File: src/rtl/reg_file.sv
// reg_file: eight-entry 8-bit general-purpose register file with a small
// LIFO save stack. Two combinational read ports plus a dedicated r0 tap.
// The stack lets the control unit push a register (addressed by read
// port A) and later pop the top entry into any register. Occupancy is
// decoded from the count register, and a sticky fault flag latches any
// overflow or underflow.

module reg_file #(
   parameter  int NUM_REGS    = 8,
   parameter  int STACK_DEPTH = 4,
   localparam int AW          = $clog2(NUM_REGS),
   localparam int IW          = $clog2(STACK_DEPTH),
   localparam int CW          = $clog2(STACK_DEPTH + 1)
) (
   input  logic          clk,
   input  logic          rst_n,
   input  logic [7:0]    rf_in,
   input  logic          rf_write_en,
   input  logic [AW-1:0] rf_write_addr,
   input  logic [AW-1:0] rf_read_addr_a,
   input  logic [AW-1:0] rf_read_addr_b,
   output logic [7:0]    rf_read_a,
   output logic [7:0]    rf_read_b,
   output logic [7:0]    r0,
   input  logic          push,
   input  logic          pop,
   output logic [CW-1:0] stack_count,
   output logic          stack_full,
   output logic          stack_empty,
   output logic          stack_fault,
   input  logic          fault_clear
);

   logic [NUM_REGS-1:0][7:0]    regs;
   logic [STACK_DEPTH-1:0][7:0] stk;
   logic [CW-1:0]               cnt;
   logic                        fault_q;

   logic          full, empty;
   logic          pop_ok, push_ok, ovf, udf;
   logic [IW-1:0] top_idx, push_idx;
   logic [7:0]    push_src;

   // Occupancy decode comes only from the count register.
   assign full  = (cnt == CW'(STACK_DEPTH));
   assign empty = (cnt == '0);

   // A pop frees the top slot first, so a push alongside a valid pop is
   // always accepted, even on a full stack (it replaces the top entry).
   assign pop_ok  = pop && !empty;
   assign push_ok = push && (!full || pop_ok);
   assign ovf     = push && full && !pop_ok;
   assign udf     = pop && empty;

   assign top_idx  = IW'(cnt - CW'(1));
   assign push_idx = pop_ok ? top_idx : cnt[IW-1:0];
   assign push_src = regs[rf_read_addr_a];

   // No write-through bypass: reads always see stored state.
   assign rf_read_a   = regs[rf_read_addr_a];
   assign rf_read_b   = regs[rf_read_addr_b];
   assign r0          = regs[0];
   assign stack_count = cnt;
   assign stack_full  = full;
   assign stack_empty = empty;
   assign stack_fault = fault_q;

   // Register array update: a valid pop beats rf_in; an underflowing pop
   // suppresses the write entirely.
   always_ff @(posedge clk or negedge rst_n) begin
      if (!rst_n) begin
         regs <= '0;
      end else if (pop_ok) begin
         regs[rf_write_addr] <= stk[top_idx];
      end else if (rf_write_en && !udf) begin
         regs[rf_write_addr] <= rf_in;
      end
   end

   // Stack storage and occupancy count; push+pop leaves the count alone.
   always_ff @(posedge clk or negedge rst_n) begin
      if (!rst_n) begin
         stk <= '0;
         cnt <= '0;
      end else begin
         if (push_ok)
            stk[push_idx] <= push_src;
         if (push_ok && !pop_ok)
            cnt <= cnt + CW'(1);
         else if (pop_ok && !push_ok)
            cnt <= cnt - CW'(1);
      end
   end

   // Sticky fault flag: a new fault outranks a simultaneous clear.
   always_ff @(posedge clk or negedge rst_n) begin
      if (!rst_n)
         fault_q <= 1'b0;
      else if (ovf || udf)
         fault_q <= 1'b1;
      else if (fault_clear)
         fault_q <= 1'b0;
   end

endmodule

File: config.mk
export PLATFORM = sky130hd
export DESIGN_NAME = reg_file
export DESIGN_NICKNAME = d
export VERILOG_FILES = /design/src/rtl/reg_file.sv
export SDC_FILE = /design/constraint.sdc
export NUM_CORES = 1
export LEC_CHECK = 0
export CAP_MARGIN = 20
export CELL_PAD_IN_SITES_DETAIL_PLACEMENT = 1
export CELL_PAD_IN_SITES_GLOBAL_PLACEMENT = 1
export CORE_MARGIN = 4
export CORE_UTILIZATION = 51
export CTS_CLUSTER_DIAMETER = 30
export DETAILED_ROUTE_END_ITERATION = 6
export PLACE_DENSITY_LB_ADDON = 0.05
export SETUP_SLACK_MARGIN = 0.2
export SYNTH_ARGS = -nofsm -noshare
export SYNTH_HDL_FRONTEND = slang
export SYNTH_SLANG_ARGS = --single-unit
File: constraint.sdc
create_clock -name clk -period 4 [get_ports clk]
set_clock_uncertainty 0.15 [all_clocks]
set_input_delay 0.4 -clock clk [delete_from_list [all_inputs] [get_ports clk]]
set_output_delay 0.4 -clock clk [all_outputs]
set_load 0.02 [all_outputs]
==> impl_metrics.env <==
export IMPL_io_pins=53
export IMPL_rsz0062_at_grt="no"
export IMPL_place_area_mm2=0.006026
export IMPL_fin_crit_sh_pct=79.56
export IMPL_grt_pass1_vias=3823
export IMPL_diodes=0
export IMPL_place_ws_ps=805.0
export IMPL_worst_setup_path_start_kind="primary input"
export IMPL_drtPass1Iterations=4
export IMPL_clk_pin_slew_ps=90
export IMPL_synth_cells=408
export IMPL_rows=37
export IMPL_fmax_mhz=314.2
export IMPL_drv_cap=0
export IMPL_powerDensity_mw_per_mm2=829.0
export IMPL_arrival_ps=2630
export IMPL_worst_path_max_fanout=16
export IMPL_drtIter0Drc=215
export IMPL_root_buffer="clkbuf_8"
export IMPL_synth_nets=435
export IMPL_finalWorstSetupSlack_ps=817.6
export IMPL_ys_ff_latch=100
export IMPL_die_w_um=111.3
export IMPL_area_growth_pct=14.38
export IMPL_ys_seq_area_share_pct=45.96
export IMPL_grt_overflow=0
export IMPL_hold_buffers=0
export IMPL_hold_ws_ps=-18.39
export IMPL_yosys_top_cells_area="dfrtp_1, mux4_2, mux2_4, a21oi_1, nor2_1"
export IMPL_place_hpwl_mm=9.491
export IMPL_crit_type="in -> out"
export IMPL_failed_checks="hold timing"
export IMPL_grt_pass1_wl_mm=21.95
export IMPL_htreeDepth=3
export IMPL_status="complete, but fails checks"
export IMPL_antenna_found_initial=0
export IMPL_ant_nets=0
export IMPL_vias=3524
export IMPL_layout_nets=481
export IMPL_critical_path_depth=5
export IMPL_core_mm2=0.01037
export IMPL_cp_required_ps=3450
export IMPL_reg2reg_depth=7
export IMPL_dr_max_layer_used="met4"
export IMPL_routed_wl_mm=13.31
export IMPL_hold_class="in -> async"
export IMPL_fin_crit_ps=3182
export IMPL_met1_length_mm=5.997
export IMPL_ir_drop_mv=0.3860
export IMPL_slew_viol_final=0
export IMPL_synthesis_area_mm2=0.005445
export IMPL_final_cell_area_mm2=0.006228
export IMPL_fin_util_pct=60.06
export IMPL_hold_violations=28
export IMPL_start_util_pct=52.51
export IMPL_p_leak_uw=0.002514
export IMPL_cts_sinks=100
export IMPL_setup_viol=0
export IMPL_yosysTopAreaCellShare_pct=45.96
export IMPL_synth_top_area_cell="dfrtp_1"
export IMPL_cts_buffers=9
export IMPL_crit_family="buffers and inverters"
export IMPL_worstMarginPinSlew_ps=856.7
export IMPL_worstSetupEndpointType="primary output"
export IMPL_dieArea_mm2=0.01239
export IMPL_wl_met2_mm=6.571
export IMPL_synth_cell_types=42
export IMPL_slew_headroom_pct=41.25
export IMPL_layout_common_cells="dfrtp_1, nor2_1, a21oi_1, clkdlybuf4s50_1, mux2_4"
export IMPL_ys_warn_count=0
export IMPL_fin_setup_tns_ps=0
export IMPL_syn_avg_cell_area_um2=13.35
export IMPL_routabilityCongestion=0.7999
export IMPL_track_usage_pct=22.55
export IMPL_die_y_um=111.3
export IMPL_postCtsSetupBuffers=0
export IMPL_final_common_cell="dfrtp_1"
export IMPL_critPathSlowestCell="mux4_1"
export IMPL_path_cells="clkdlybuf4s50_1 > buf_4 > mux4_1 > mux2_4 > clkdlybuf4s50_1"
export IMPL_met3WireLength_um=603
export IMPL_cts_path_max_buffers=2
export IMPL_crit_top_cell="clkdlybuf4s50_1"
export IMPL_final_layout_size_suffix_gt1_share_pct=27.73
export IMPL_drc=0
export IMPL_wire_per_inst_um=22.41
export IMPL_drt_vias_per_instance=5.933
export IMPL_grt_max_degree=66
export IMPL_insertion_delay_ps=360
export IMPL_cts_resized=0
export IMPL_cts_tree="done"
export IMPL_port_buffers=52
export IMPL_critPathMaxStageDelay_ps=610
export IMPL_critPathBufInv=3
==> state kept, by name, summed over array words and instances, names as in the netlist <==
name and flops:
r0 8, regs 56, stack_count 3, stack_fault 1, stk 32
==> area by class of cell <==
class / count / area, um^2
fillers: 1021 / 4141
inverters: 5 / 18.77
clock buffers: 14 / 172.7
repair buffers: 65 / 615.6
clock inverters: 1 / 30.03
well taps: 136 / 170.2
flip-flops and latches: 100 / 2502
multi-input cells: 273 / 2719
==> routing by layer <==
metal | vias to the layer above | GRT usage [%]
met1 | 1859 | 31.16
li1 | 1577 | -
met4 | 0 | 4.542
met5 | - | 0
met2 | 73 | 37.88
met3 | 15 | 4.076
==> final timing paths <==
check | startpoint | endpoint | slack (ps)
setup reg to reg | stack_count[0] | stk[7] | 1040
hold reg to reg | stk[1] | stk[1] | 360
hold / removal | rst_n | stack_count[1] | -20
setup / recovery | rf_read_addr_a[0] | rf_read_a[7] | 820
max in group asynchronous | rst_n | regs[19] | 2920
min in group clk | stk[1] | stk[1] | 360
==> logic make-up (layout without fill, tap and decap cells) <==
family / Yosys count / count (layout) / share of synthesized area [%]
simple gates: 90 / 90 / 8.571
buf+inv: 35 / 85 / 4.113
flops: 100 / 100 / 45.96
compound gates: 78 / 78 / 8.341
mux: 98 / 98 / 31.62
xor+xnor: 3 / 3 / 0.4826
fa+ha+maj: 4 / 4 / 0.9192
==> cells in the mapped netlist, drive strengths merged <==
library cell and instances:
nor2b 3, buf 27, clkbuf 3, a21oi 59, inv 5, nand3b 2, nand2 12, o2111a 1
ha 4, nor3 3, a32oi 2, dfrtp 100, nor3b 4, and2 3, mux2i 10, o21ai 13
o21bai 1, nor2 58, nor4b 2, mux4 40, xnor2 1, o2111ai 1, nand2b 2, xor2 2
a21boi 1, mux2 48, nand3 1
==> report_power, final <==
group / total [uW] / internal, uW / switching (uW) / leakage [uW]
registers: 1910 / 1510 / 400 / 0.00112
clock network: 664 / 338 / 325 / 0.000103
logic: 2590 / 1390 / 1210 / 0.00129
==> through the flow <==
stage / power (uW) / cells
6_report: 5163 / 594
5_1_grt: 5497 / 594
4_1_cts: 5207 / 594
3_5_place_dp: 4529 / 579
3_3_place_gp: 4394 / 579
2_1_floorplan: 3702 / 408
Power figures use the tool's default switching activity.
